--- config.mk ---
export PLATFORM = sky130hd
export DESIGN_NAME = nco_phase_gen
export DESIGN_NICKNAME = d
export VERILOG_FILES = /design/src/rtl/nco_pkg.sv /design/src/rtl/nco_sweep_ctrl.sv /design/src/rtl/nco_phase_gen.sv
export SDC_FILE = /design/constraint.sdc
export NUM_CORES = 1
export LEC_CHECK = 0
export CORE_ASPECT_RATIO = 1.5
export CORE_MARGIN = 5
export CORE_UTILIZATION = 65
export DETAILED_ROUTE_END_ITERATION = 8
export DONT_BUFFER_PORTS = 1
export PLACE_DENSITY_LB_ADDON = 0.3
export SLEW_MARGIN = 5
export SYNTH_ARGS = -nofsm -noshare
export SYNTH_HDL_FRONTEND = slang
export SYNTH_HIERARCHICAL = 1
export SYNTH_SLANG_ARGS = --single-unit
--- constraint.sdc ---
create_clock -name clk -period 5.5 [get_ports clk]
set_input_delay 0.55 -clock clk [delete_from_list [all_inputs] [get_ports clk]]
set_output_delay 0.55 -clock clk [all_outputs]
set_load 0.03 [all_outputs]
--- src/rtl/nco_pkg.sv ---
// ---------------------------------------------------------------------------
// nco_pkg : shared widths, mode encodings and FSM states for nco_phase_gen
// Revision: 1.0
// ---------------------------------------------------------------------------
`default_nettype none

package nco_pkg;

  localparam int PHASE_W = 32;
  localparam int THETA_W = 16;

  localparam logic [1:0] MODE_FIXED  = 2'd0;
  localparam logic [1:0] MODE_SWEEP1 = 2'd1;
  localparam logic [1:0] MODE_SWEEPR = 2'd2;

  localparam logic [15:0] THETA_QUARTER = 16'h4000;

  typedef enum logic [1:0] {
    ST_IDLE  = 2'd0,
    ST_RUN   = 2'd1,
    ST_SWEEP = 2'd2,
    ST_HOLD  = 2'd3
  } state_t;

  function automatic logic is_sweep_mode(input logic [1:0] m);
    return (m == MODE_SWEEP1) || (m == MODE_SWEEPR);
  endfunction

endpackage

`default_nettype wire

--- src/rtl/nco_sweep_ctrl.sv ---
// ---------------------------------------------------------------------------
// nco_sweep_ctrl : run/sweep/hold FSM and tuning-word ramp with end clamp
// Revision: 1.0
// ---------------------------------------------------------------------------
`default_nettype none

module nco_sweep_ctrl #(
  parameter int PHASE_W = 32
) (
  input  logic               clk,
  input  logic               rstn,
  input  logic               start,
  input  logic               stop,
  input  logic [1:0]         mode,
  input  logic [PHASE_W-1:0] ftw_start,
  input  logic [PHASE_W-1:0] ftw_step,
  input  logic [PHASE_W-1:0] ftw_stop,
  output logic [PHASE_W-1:0] ftw_cur,
  output logic               busy,
  output logic               sweep_done
);
  import nco_pkg::*;

  state_t             state, state_nxt;
  logic [PHASE_W-1:0] ftw_nxt;
  logic               done_nxt;
  logic               reload, reload_nxt;
  logic [PHASE_W:0]   ramp_sum;

  // One extra bit so the compare stays correct when the ramp overflows
  assign ramp_sum = {1'b0, ftw_cur} + {1'b0, ftw_step};
  assign busy     = (state != ST_IDLE);

  always_ff @(posedge clk or negedge rstn) begin
    if (!rstn) begin
      state      <= ST_IDLE;
      ftw_cur    <= '0;
      sweep_done <= 1'b0;
      reload     <= 1'b0;
    end else begin
      state      <= state_nxt;
      ftw_cur    <= ftw_nxt;
      sweep_done <= done_nxt;
      reload     <= reload_nxt;
    end
  end

  always_comb begin
    state_nxt  = state;
    ftw_nxt    = ftw_cur;
    done_nxt   = 1'b0;
    reload_nxt = 1'b0;
    case (state)
      ST_IDLE: begin
        if (start && !stop) begin
          ftw_nxt   = ftw_start;
          state_nxt = is_sweep_mode(mode) ? ST_SWEEP : ST_RUN;
        end
      end
      ST_SWEEP: begin
        if (stop) begin
          state_nxt = ST_IDLE;
        end else if (reload) begin
          ftw_nxt = ftw_start;
        end else if (ramp_sum >= {1'b0, ftw_stop}) begin
          ftw_nxt  = ftw_stop;
          done_nxt = 1'b1;
          if (mode == MODE_SWEEPR) begin
            reload_nxt = 1'b1;
          end else begin
            state_nxt = ST_HOLD;
          end
        end else begin
          ftw_nxt = ramp_sum[PHASE_W-1:0];
        end
      end
      default: begin
        if (stop) begin
          state_nxt = ST_IDLE;
        end
      end
    endcase
  end

endmodule

`default_nettype wire

--- src/rtl/nco_phase_gen.sv ---
// ---------------------------------------------------------------------------
// nco_phase_gen : NCO / chirp phase generator feeding the CORDIC angle input
// Revision: 1.0
// ---------------------------------------------------------------------------
`default_nettype none

module nco_phase_gen #(
  parameter int PHASE_W = 32,
  parameter int THETA_W = 16
) (
  input  logic               clk,
  input  logic               rstn,
  input  logic               cfg_load,
  input  logic [PHASE_W-1:0] ftw_start,
  input  logic [PHASE_W-1:0] ftw_step,
  input  logic [PHASE_W-1:0] ftw_stop,
  input  logic [THETA_W-1:0] phase_ofs,
  input  logic [1:0]         mode,
  input  logic               start,
  input  logic               stop,
  output logic [THETA_W-1:0] theta,
  output logic               theta_valid,
  output logic               busy,
  output logic               sweep_done,
  output logic               phase_wrap
);

  logic [PHASE_W-1:0] start_q, step_q, stop_q;
  logic [THETA_W-1:0] ofs_q;
  logic [1:0]         mode_q;
  logic [PHASE_W-1:0] acc;
  logic [PHASE_W-1:0] ftw_cur;
  logic [PHASE_W:0]   acc_sum;
  logic               carry_q;
  logic               launch;

  assign acc_sum = {1'b0, acc} + {1'b0, ftw_cur};
  assign launch  = start && !stop && !busy;

  nco_sweep_ctrl #(
    .PHASE_W (PHASE_W)
  ) u_ctrl (
    .clk        (clk),
    .rstn       (rstn),
    .start      (start),
    .stop       (stop),
    .mode       (mode_q),
    .ftw_start  (start_q),
    .ftw_step   (step_q),
    .ftw_stop   (stop_q),
    .ftw_cur    (ftw_cur),
    .busy       (busy),
    .sweep_done (sweep_done)
  );

  always_ff @(posedge clk or negedge rstn) begin
    if (!rstn) begin
      start_q     <= '0;
      step_q      <= '0;
      stop_q      <= '0;
      ofs_q       <= '0;
      mode_q      <= '0;
      acc         <= '0;
      carry_q     <= 1'b0;
      theta       <= '0;
      theta_valid <= 1'b0;
      phase_wrap  <= 1'b0;
    end else begin
      if (cfg_load && !busy) begin
        start_q <= ftw_start;
        step_q  <= ftw_step;
        stop_q  <= ftw_stop;
        ofs_q   <= phase_ofs;
        mode_q  <= mode;
      end
      // Carry is held one cycle so the wrap flag lines up with the sample it caused
      if (launch) begin
        acc     <= '0;
        carry_q <= 1'b0;
      end else if (busy) begin
        acc     <= acc_sum[PHASE_W-1:0];
        carry_q <= acc_sum[PHASE_W];
      end else begin
        carry_q <= 1'b0;
      end
      if (busy) begin
        theta <= acc[PHASE_W-1 -: THETA_W] + ofs_q;
      end
      theta_valid <= busy;
      phase_wrap  <= carry_q && busy;
    end
  end

endmodule

`default_nettype wire

# Yosys cells after proc, flatten, opt, wreduce, memory -nomap -nowiden
# Index checks and enable logic that the tools add are counted.
totals:
  reg_bits: 201
  latch_bits: 0
  mem_bits_rw: 0
  mem_bits_ro: 0
  inputBits: 119
  output_inout_bits: 20
  word_cells: 66
  memories: 0
op_classes:
  n_addsub: 3
  mul: 0
  n_div: 0
  order_cmp: 1
  n_eq_ne: 8
  shifts: 0
  mux: 26
  bitwise_logic: 0
  reduce_logical: 14
op_table:
  columns: ["operator", "n"]
  rows:
  - ["32-bit 2-to-1 mux", 6]
  - ["32-bit by 32-bit adder with 33-bit output", 2]
  - ["32-bit one-hot mux with 2 select lines", 1]
  - ["33-bit by 32-bit greater-or-equal comparator with 1-bit output", 1]
  - ["16-bit adder", 1]
  - ["2-bit 2-to-1 mux", 7]
  - ["1-bit 2-to-1 mux", 11]
  - ["3-bit inequality test (second input constant)", 2]
  - ["2-bit nonzero test", 3]
  - ["5-bit AND reduction", 1]
  - ["2-bit equality test (second input constant)", 2]
  - ["1-bit logical AND", 4]
  - ["2-bit inequality test (second input constant)", 2]
  - ["2-bit one-hot mux with 2 select lines", 1]
  - ["3-bit by 2-bit inequality test with 1-bit output (second input constant)", 1]
  - ["3-bit AND reduction", 1]
  - ["3-bit nonzero test", 1]
  - ["2-bit by 1-bit equality test with 1-bit output (second input constant)", 1]
  - ["1-bit logical NOT", 2]
  - ["2-bit logical NOT", 1]
  - ["1-bit logical OR", 1]

# Logic depth before layout (Yosys ltp)
# Gate-level depths: netlist of run 1.
logic_depth:
  word_depth: 6
  ltp_mapped: 21
  ltp_nobuf: 20

# Cells and area by module
# The synthesis of run 1 kept the hierarchy.
by_module_without_submodules:
  columns: ["mod", "n_inst", "cells_per_inst", "area_per_inst_um2", "seq_area_each_um2"]
  rows:
  - ["nco_phase_gen", 1, 752, 8558.2, 4129.0]
  - ["nco_sweep_ctrl", 1, 521, 4331.7, 900.9]

# Worst setup path before layout of run 1
# OpenSTA, ideal clock, no wires.
synth_timing:
  path_kind: "register to register"
  startpoint: "reg u_ctrl.ftw_cur[0]"
  endpoint: "reg u_ctrl.ftw_cur[25]"
  setup_time_ns: 0.131
  arrival_time_ns: 4.251
  required_ns: 5.369
  path_slack_ns: 1.118
  path_stages_with_launch: 22
  path_buffers: 1
  synth_period_minus_slack_ns: 4.382
  cell_sequence: "dfrtp_1 ha_1 fa_1 a211oi_2 o211ai_2 a31oi_4 o21ai_1 a31o_2 a21o_1 a21oi_1 xnor2_1 ha_1 a21o_1 a21o_1 a21oi_1 o211ai_1 o21ai_0 o211ai_2 and2_1 buf_2 a222oi_1 nand2_1"
synth_between:
  elab_chain_len: 6
synth_rtl:
  columns: ["element", "line_no", "source"]
  rows:
  - ["start: declaration", "nco_sweep_ctrl.sv:18", "output logic [PHASE_W-1:0] ftw_cur,"]
  - ["start signal: assignment", "nco_sweep_ctrl.sv:42", "ftw_cur <= ftw_nxt;"]
  - ["32-bit by 32-bit adder with 33-bit output *", "nco_sweep_ctrl.sv:31", "assign ramp_sum = {1'b0, ftw_cur} + {1'b0, ftw_step};"]
  - ["33-bit by 32-bit greater-or-equal comparator with 1-bit output", "nco_sweep_ctrl.sv:65", "end else if (ramp_sum >= {1'b0, ftw_stop}) begin"]
  - ["32-bit 2-to-1 mux *", "nco_sweep_ctrl.sv:65", null]
  - ["32-bit 2-to-1 mux *", "nco_sweep_ctrl.sv:63", "end else if (reload) begin"]
  - ["32-bit 2-to-1 mux *", "nco_sweep_ctrl.sv:61", "if (stop) begin"]
  - ["32-bit one-hot mux with 2 select lines *", "nco_sweep_ctrl.sv:53", "case (state)"]
# Mark *: on every way between the ends. The rest lies on a longest branch, timed or not. The select of a mux whose other input is x is not followed.
# A chain may end at the register's enable or synchronous reset.

# Final worst setup path of run 1
# Same ends and word-level chain as after synthesis.

==> results_dict.tcl, run 1 <==
set metrics [dict create \
    synth_async_sr_flop_share_pct 100 \
    port_buffers 0 \
    cts_tree "yes" \
    yosysUniqueCellTypes 75 \
    syn_area_um2 12900 \
    dieArea_um2 22800 \
    final_cells 1531 \
    synth_edf_count 0 \
    critPathCaptureType "flip-flop" \
    max_slew_margin_pct 30.3 \
    ant_nets 0 \
    synth_nets 1507 \
    fp-row-count 63 \
    die_height_um 182 \
    dpl.hpwl_um 24600 \
    clkSinkCount 201 \
    cts_buffers 21 \
    crit_path_top_delay_cell "fa_1" \
    fmax_ghz 0.195 \
    skew_ps 23.0 \
    boundaryPins 139 \
    yosysWarnings 6 \
    worst-setup-path-type "reg -> reg" \
    crit_top_cell "a21o_1" \
    hold-worst-slack_ps 60.3 \
    place_congestion 1.01 \
    path_max_fanout 11 \
    grt_pass1_vias 10444 \
    regToRegSetupSlack_ps 370 \
    die_x_um 125 \
    cp-endpoint "u_ctrl/ftw_cur[25]" \
    wl_per_cell_um 21.9 \
    fin_nets 1494 \
    syn_area_per_cell_um2 10.1 \
    timing.rr.end "u_ctrl/ftw_cur[25]" \
    post-route-drc-count 0 \
    dp.cells 1496 \
    diodes 0 \
    crit_path_max_incr_delay_ps 440 \
    finalHoldViolCount 0 \
    layout_common_cells "dfrtp_1 (201), mux2_2 (118), ha_1 (112), a21oi_1 (100), nand2_1 (75)" \
    grt_usage_pct 29.0 \
    drv_cap 0 \
    r2r_start "u_ctrl/ftw_cur[0]" \
    syn2layout_area_growth_pct 7.56 \
    ctsRootBufferMaster "clkbuf_16" \
    final_layout_size_suffix_gt1_share_pct 14.8 \
    setup_tns_ps 0 \
    worstPathRequired_ps 5870 \
    grt_max_degree 202 \
    mostFrequentLayoutCell "dfrtp_1" \
    status "finished clean" \
    clkSlewWorstSetupHoldPaths_ps 70 \
    overflow 0 \
    r2r_cells 20 \
    grt_pass1_wl_um 53900 \
    htree_levels 1 \
    post_cts_buffers 0 \
    rsz0062_at_grt "false" \
    cts-resized-gates 0 \
    core_area_um2 19600 \
    vias 10139 \
    wirelength_um 33500 \
    via_per_inst 6.62 \
    clk_latency_ps 510 \
    start_util_pct 65.7 \
    synthCells 1273 \
    synth-seq-cells 201 \
    worstMarginPinSlew_ps 1040 \
    ys_seq_area_share_pct 39.0 \
    start_kind "flip-flop" \
    setup_violations 0 \
    drtPass1Iterations 5 \
    antenna_found_initial 0 \
    clk_path_buf_depth 3 \
    final.period_utilization_pct 93.3 \
    synth_ff_type "dfrtp_1" \
    initialDrtViolationCount 654 \
    crit_chain "ha_1 > fa_1 > a211oi_2 > o211ai_2 > a31oi_4 > o21ai_1 > a31o_2 > a21o_1 > a21oi_1 > xnor2_1 > ha_1 > a21o_1 > a21o_1 > a21oi_1 > o211ai_1 > o21ai_0 > o211ai_4 > and2_1 > a222oi_1 > nand2_1" \
    drv_slew 0 \
    critPathArrivalTime_ps 5500 \
    min_path_type "in -> async" \
    crit_start "u_ctrl/ftw_cur[0]" \
    fin_crit_ps 5130 \
]
-- what timing repair did --
item                                   in CTS  in global routing
endpoints found under the hold margin     201                  0
setup endpoints to repair                   0                  0
hold buffers                                1                  0
-- worst min path at each step --
stage | from | end | slack (ps) | depth (start not counted)
6_report | rstn | acc[12] | 60 | 1
3_3_place_gp | rstn | acc[12] | 270 | 0
3_5_place_dp | rstn | acc[12] | 270 | 0
5_1_grt | stop | u_ctrl/state[0] | 110 | 1
4_1_cts | stop | u_ctrl/state[0] | 110 | 1
2_1_floorplan | rstn | acc[0] | 250 | 0
-- cells in the mapped netlist (all sizes together), types with 4 or more instances --
cell	number	area (um2)
dfrtp	201	5030
mux2	118	1330
ha	112	1400
a21oi	102	522
o21ai	82	414
nand2	75	282
a21o	61	459
inv	58	218
nor2	55	206
clkbuf	40	150
xnor2	30	263
nand3	28	140
xor2	25	219
mux2i	24	240
o21a	19	143
and3	16	105
a211oi	14	120
nand4	14	87.6
o211ai	14	120
a31oi	12	90.1
nand2b	12	75.1
nor2b	12	75.1
nor3	12	65.1
o22ai	10	62.6
buf	9	47.5
a22o	7	61.3
a22oi	7	52.6
and2	7	43.8
and4	7	61.3
o311ai	6	52.6
o31ai	6	45.0
or3	6	37.5
a211o	5	43.8
a21boi	5	37.5
a32o	5	50.1
o2111ai	5	43.8
o21bai	5	37.5
a221o	4	40.0
or2	4	25.0
-- stage by stage --
| step | area, um2 | worst slack, ps | utilization [%] |
|---|---|---|---|
| after detailed placement | 13200 | 504 | 67.0 |
| after floorplan | 12900 | 1120 | - |
| after global placement | 13200 | 530 | 67.0 |
| after global routing | 13900 | 110 | 70.6 |
| final | 13900 | 369 | 70.6 |
| after CTS | 13900 | 400 | 70.6 |
-- routing by layer --
metal,GRT usage [%],up-vias,wire [um]
met5,0,-,0
met2,52.3,379,17000
met1,33.6,4957,12900
met4,13.3,0,1670
li1,-,4694,-
met3,4.60,109,1900
-- cells by family (layout without fill, tap and decap cells) --
group / after synthesis / after routing / share of synthesized area, %
xor+xnor: 55 / 55 / 3.74
mux: 142 / 142 / 12.2
fa+ha+maj: 115 / 115 / 11.3
compound gates: 396 / 396 / 20.7
flops: 201 / 201 / 39.0
buf+inv: 108 / 106 / 3.25
simple gates: 256 / 256 / 9.81
-- worst max-delay path: cells and delay by family (launching register included) --
family | cells | cell delay, ps
compound gates | 14 | 3050
xor+xnor | 1 | 170
fa+ha+maj | 3 | 960
flops | 1 | 410
simple gates | 2 | 420
-- flip-flops by register name (all words and copies together), names as in the netlist, 2 cells and up --
name / count
mode_q: 2
u_ctrl/state: 2
stop_q: 32
start_q: 32
acc: 32
step_q: 32
u_ctrl/ftw_cur: 32
theta: 16
ofs_q: 16
-- cell type report --
| cell class | count | area (um2) |
|---|---|---|
| sequential | 201 | 5030 |
| clock inverter | 8 | 111 |
| multi-input combinational | 964 | 7470 |
| clock buffer | 26 | 574 |
| tap | 260 | 325 |
| timing repair buffer | 13 | 130 |
| fill | 1456 | 5760 |
| inverter | 59 | 221 |
Power of run 1 is left out: the tool's default activity adds up to more than one toggle a clock period on the data nets, which glitch-free logic cannot reach.
==> inputs of run 2 (changes only) <==
ABC_AREA = 1   (was not set)
==> run 2 against run 1 <==
  * Largest cell class unchanged
  * Worst setup slack improved by 900 ps
  * First-iteration DRC count increased by 25%
  * Synthesized area rose by 13%
  * Hold slack lost 110 ps
  * Utilization is 0.93 points lower
  * Via count rose by 24%
  * The run now ends with hold timing left
  * Wire length rose by 21%
==> results_dict.tcl, run 2 <==
set metrics [dict create \
    synth_nets 2137 \
    violations "hold timing" \
    synth_area_leaders "dfrtp_1 (35%), nand2_1 (13%), ha_1 (9.6%), inv_1 (8.1%), mux2_2 (5.0%)" \
    status "finished with violations" \
    dp.cells 2142 \
    port_buffers 0 \
    overflow 0 \
    crit_start "u_ctrl/ftw_cur[3]" \
    wl_per_cell_um 18.6 \
    r2r_cells 21 \
    start_util_pct 65.5 \
    final_cell_area_um2 15500 \
    setup_tns_ps 0 \
    layout_common_cells "nand2_1 (490), inv_1 (313), dfrtp_1 (201), nand3_1 (130), a21oi_1 (129)" \
    worstPathRequired_ps 5890 \
    r2r_start "u_ctrl/ftw_cur[3]" \
    crit_path_top_delay_cell "dfrtp_1" \
    cts_tree "yes" \
    place_congestion 0.996 \
    critPathArrivalTime_ps 4620 \
    ctsRootBufferMaster "clkbuf_16" \
    syn2layout_area_growth_pct 6.43 \
    yosysUniqueCellTypes 47 \
    ant_nets 0 \
    syn_area_um2 14500 \
    drtPass1Iterations 5 \
    clkSlewWorstSetupHoldPaths_ps 70 \
    crit_chain "ha_1 > inv_2 > o21ai_2 > a21oi_1 > o21ai_0 > nand3_1 > nand2_1 > xnor2_1 > inv_1 > ha_1 > a21oi_1 > nor2_1 > a211oi_1 > nand2_1 > nand2_1 > nand2_1 > nand2_2 > buf_4 > nand3_1 > nand3_1 > a21oi_1" \
    multi_input_area_um2 8120 \
    drv_cap 0 \
    dieArea_um2 25500 \
    wirelength_um 40600 \
    start_kind "flip-flop" \
    grt_usage_pct 31.5 \
    fp-row-count 67 \
    antenna_found_initial 0 \
    yosysWarnings 6 \
    path_max_fanout 32 \
    synth_top_cell_area_share_pct 34.6 \
    final_cells 2181 \
    worst-setup-path-type "reg -> reg" \
    min_path_type "in -> async" \
    clkSinkCount 201 \
    via_per_inst 5.75 \
    yosysMostFrequentCell "nand2_1" \
    cp-endpoint "u_ctrl/ftw_cur[29]" \
    fin_nets 2124 \
    regToRegSetupSlack_ps 1270 \
    skew_ps 24.0 \
    grt_max_degree 202 \
    num-fill-cells 1838 \
    critPathCaptureType "flip-flop" \
    grtUsageMet2_pct 56.6 \
    syn_area_per_cell_um2 7.65 \
    synth-seq-cells 201 \
    hold-worst-slack_ps -50.8 \
    dpl.hpwl_um 30900 \
    grt_pass1_wl_um 66000 \
    synth_async_sr_flop_share_pct 100 \
    grt-busiest-layer "met2" \
    core_area_um2 22200 \
    synth_edf_count 0 \
    vias 12545 \
    setup_violations 0 \
    finalHoldViolCount 11 \
    post-route-drc-count 0 \
    worstMarginPinSlew_ps 1200 \
    drv_slew 0 \
    max_slew_margin_pct 19.7 \
    mostFrequentLayoutCell "nand2_1" \
    met1_usage_pct 35.8 \
    final.period_utilization_pct 76.9 \
    post_cts_buffers 0 \
    cts-resized-gates 0 \
    final_util_pct 69.7 \
    clk_path_buf_depth 3 \
    crit_path_max_incr_delay_ps 460 \
    htree_levels 1 \
    timing.rr.end "u_ctrl/ftw_cur[29]" \
    fmax_ghz 0.236 \
    register_area_um2 5030 \
    fin_crit_ps 4230 \
    cts_buffers 21 \
    synth_commonest_cells "nand2_1 (490), inv_1 (313), dfrtp_1 (201)" \
    cts_hold_repair.buffers 1 \
    rsz0062_at_grt "false" \
    die_height_um 193 \
    grt_pass1_vias 13271 \
    die_x_um 132 \
    crit_top_cell "nand2_1" \
    clk_latency_ps 520 \
    diodes 0 \
    synth_ff_type "dfrtp_1" \
    final_layout_size_suffix_gt1_share_pct 10.4 \
    synthCells 1903 \
    synth_area_leader_cell "dfrtp_1" \
    grtUsageMet3_pct 3.98 \
    initialDrtViolationCount 818 \
    boundaryPins 139 \
    placed_area_um2 14700 \
    ys_seq_area_share_pct 34.6 \
]
-- run 2: changes by cell type after synthesis, sizes merged, moves of 17 or more --
cell and delta:
a21oi +32, inv +258, a21o -53, clkbuf -26, mux2i -24, buf +20
nand3 +106, nor2 +78, nand2 +429, xnor2 -17
-- run 2: layout make-up --
| cell class | count | share of cell area (%) |
|---|---|---|
| clock buffer | 24 | 3.60 |
| clock inverter | 14 | 1.14 |
| inverter | 316 | 7.68 |
| multi-input combinational | 1343 | 52.4 |
| sequential | 201 | 32.5 |
| tap | 276 | 2.23 |
| timing repair buffer | 7 | 0.469 |
-- run 2: how the worst min path moves through the flow --
stage	slack, ps	to	cells past startpoint
finish	-50	acc[2]	1
floorplan	250	acc[0]	0
CTS	140	acc[1]	1
global placement	260	acc[1]	0
global route	50	acc[3]	1
detailed placement	260	acc[1]	0
-- run 2: kinds of logic after synthesis --
family	share of synthesized area (%)
adder cells (fa/ha/maj)	10.0
XOR/XNOR	1.87
multiplexers	9.93
flip-flops	34.6
buffers and inverters	9.91
AO/OA/AOI/OAI	10.1
AND/OR/NAND/NOR	23.6
-- run 2: critical path, delay by kind of cell, from the launching register on --
kind | cells | cell delay (ps)
DFF | 1 | 460
AOI/OAI and AO/OA | 6 | 1290
adders and majority gates | 2 | 670
and+or+nand+nor | 9 | 1020
xor gates and xnor gates | 1 | 170
buffers and inverters | 3 | 470
-- run 2: stage by stage --
step,hold slack [ps],setup slack [ps]
2_1_floorplan,254,2220
4_1_cts,144,1360
3_3_place_gp,259,1450
6_report,-50.8,1270
3_5_place_dp,260,1390
5_1_grt,50.3,979
-- run 2: routing by layer --
metal	share of wire, %	routed length (um)
met1	38	15300
met2	51	20600
met3	5.1	2080
met4	6.3	2550
met5	0	0
Power of run 2 is left out for the same reason.
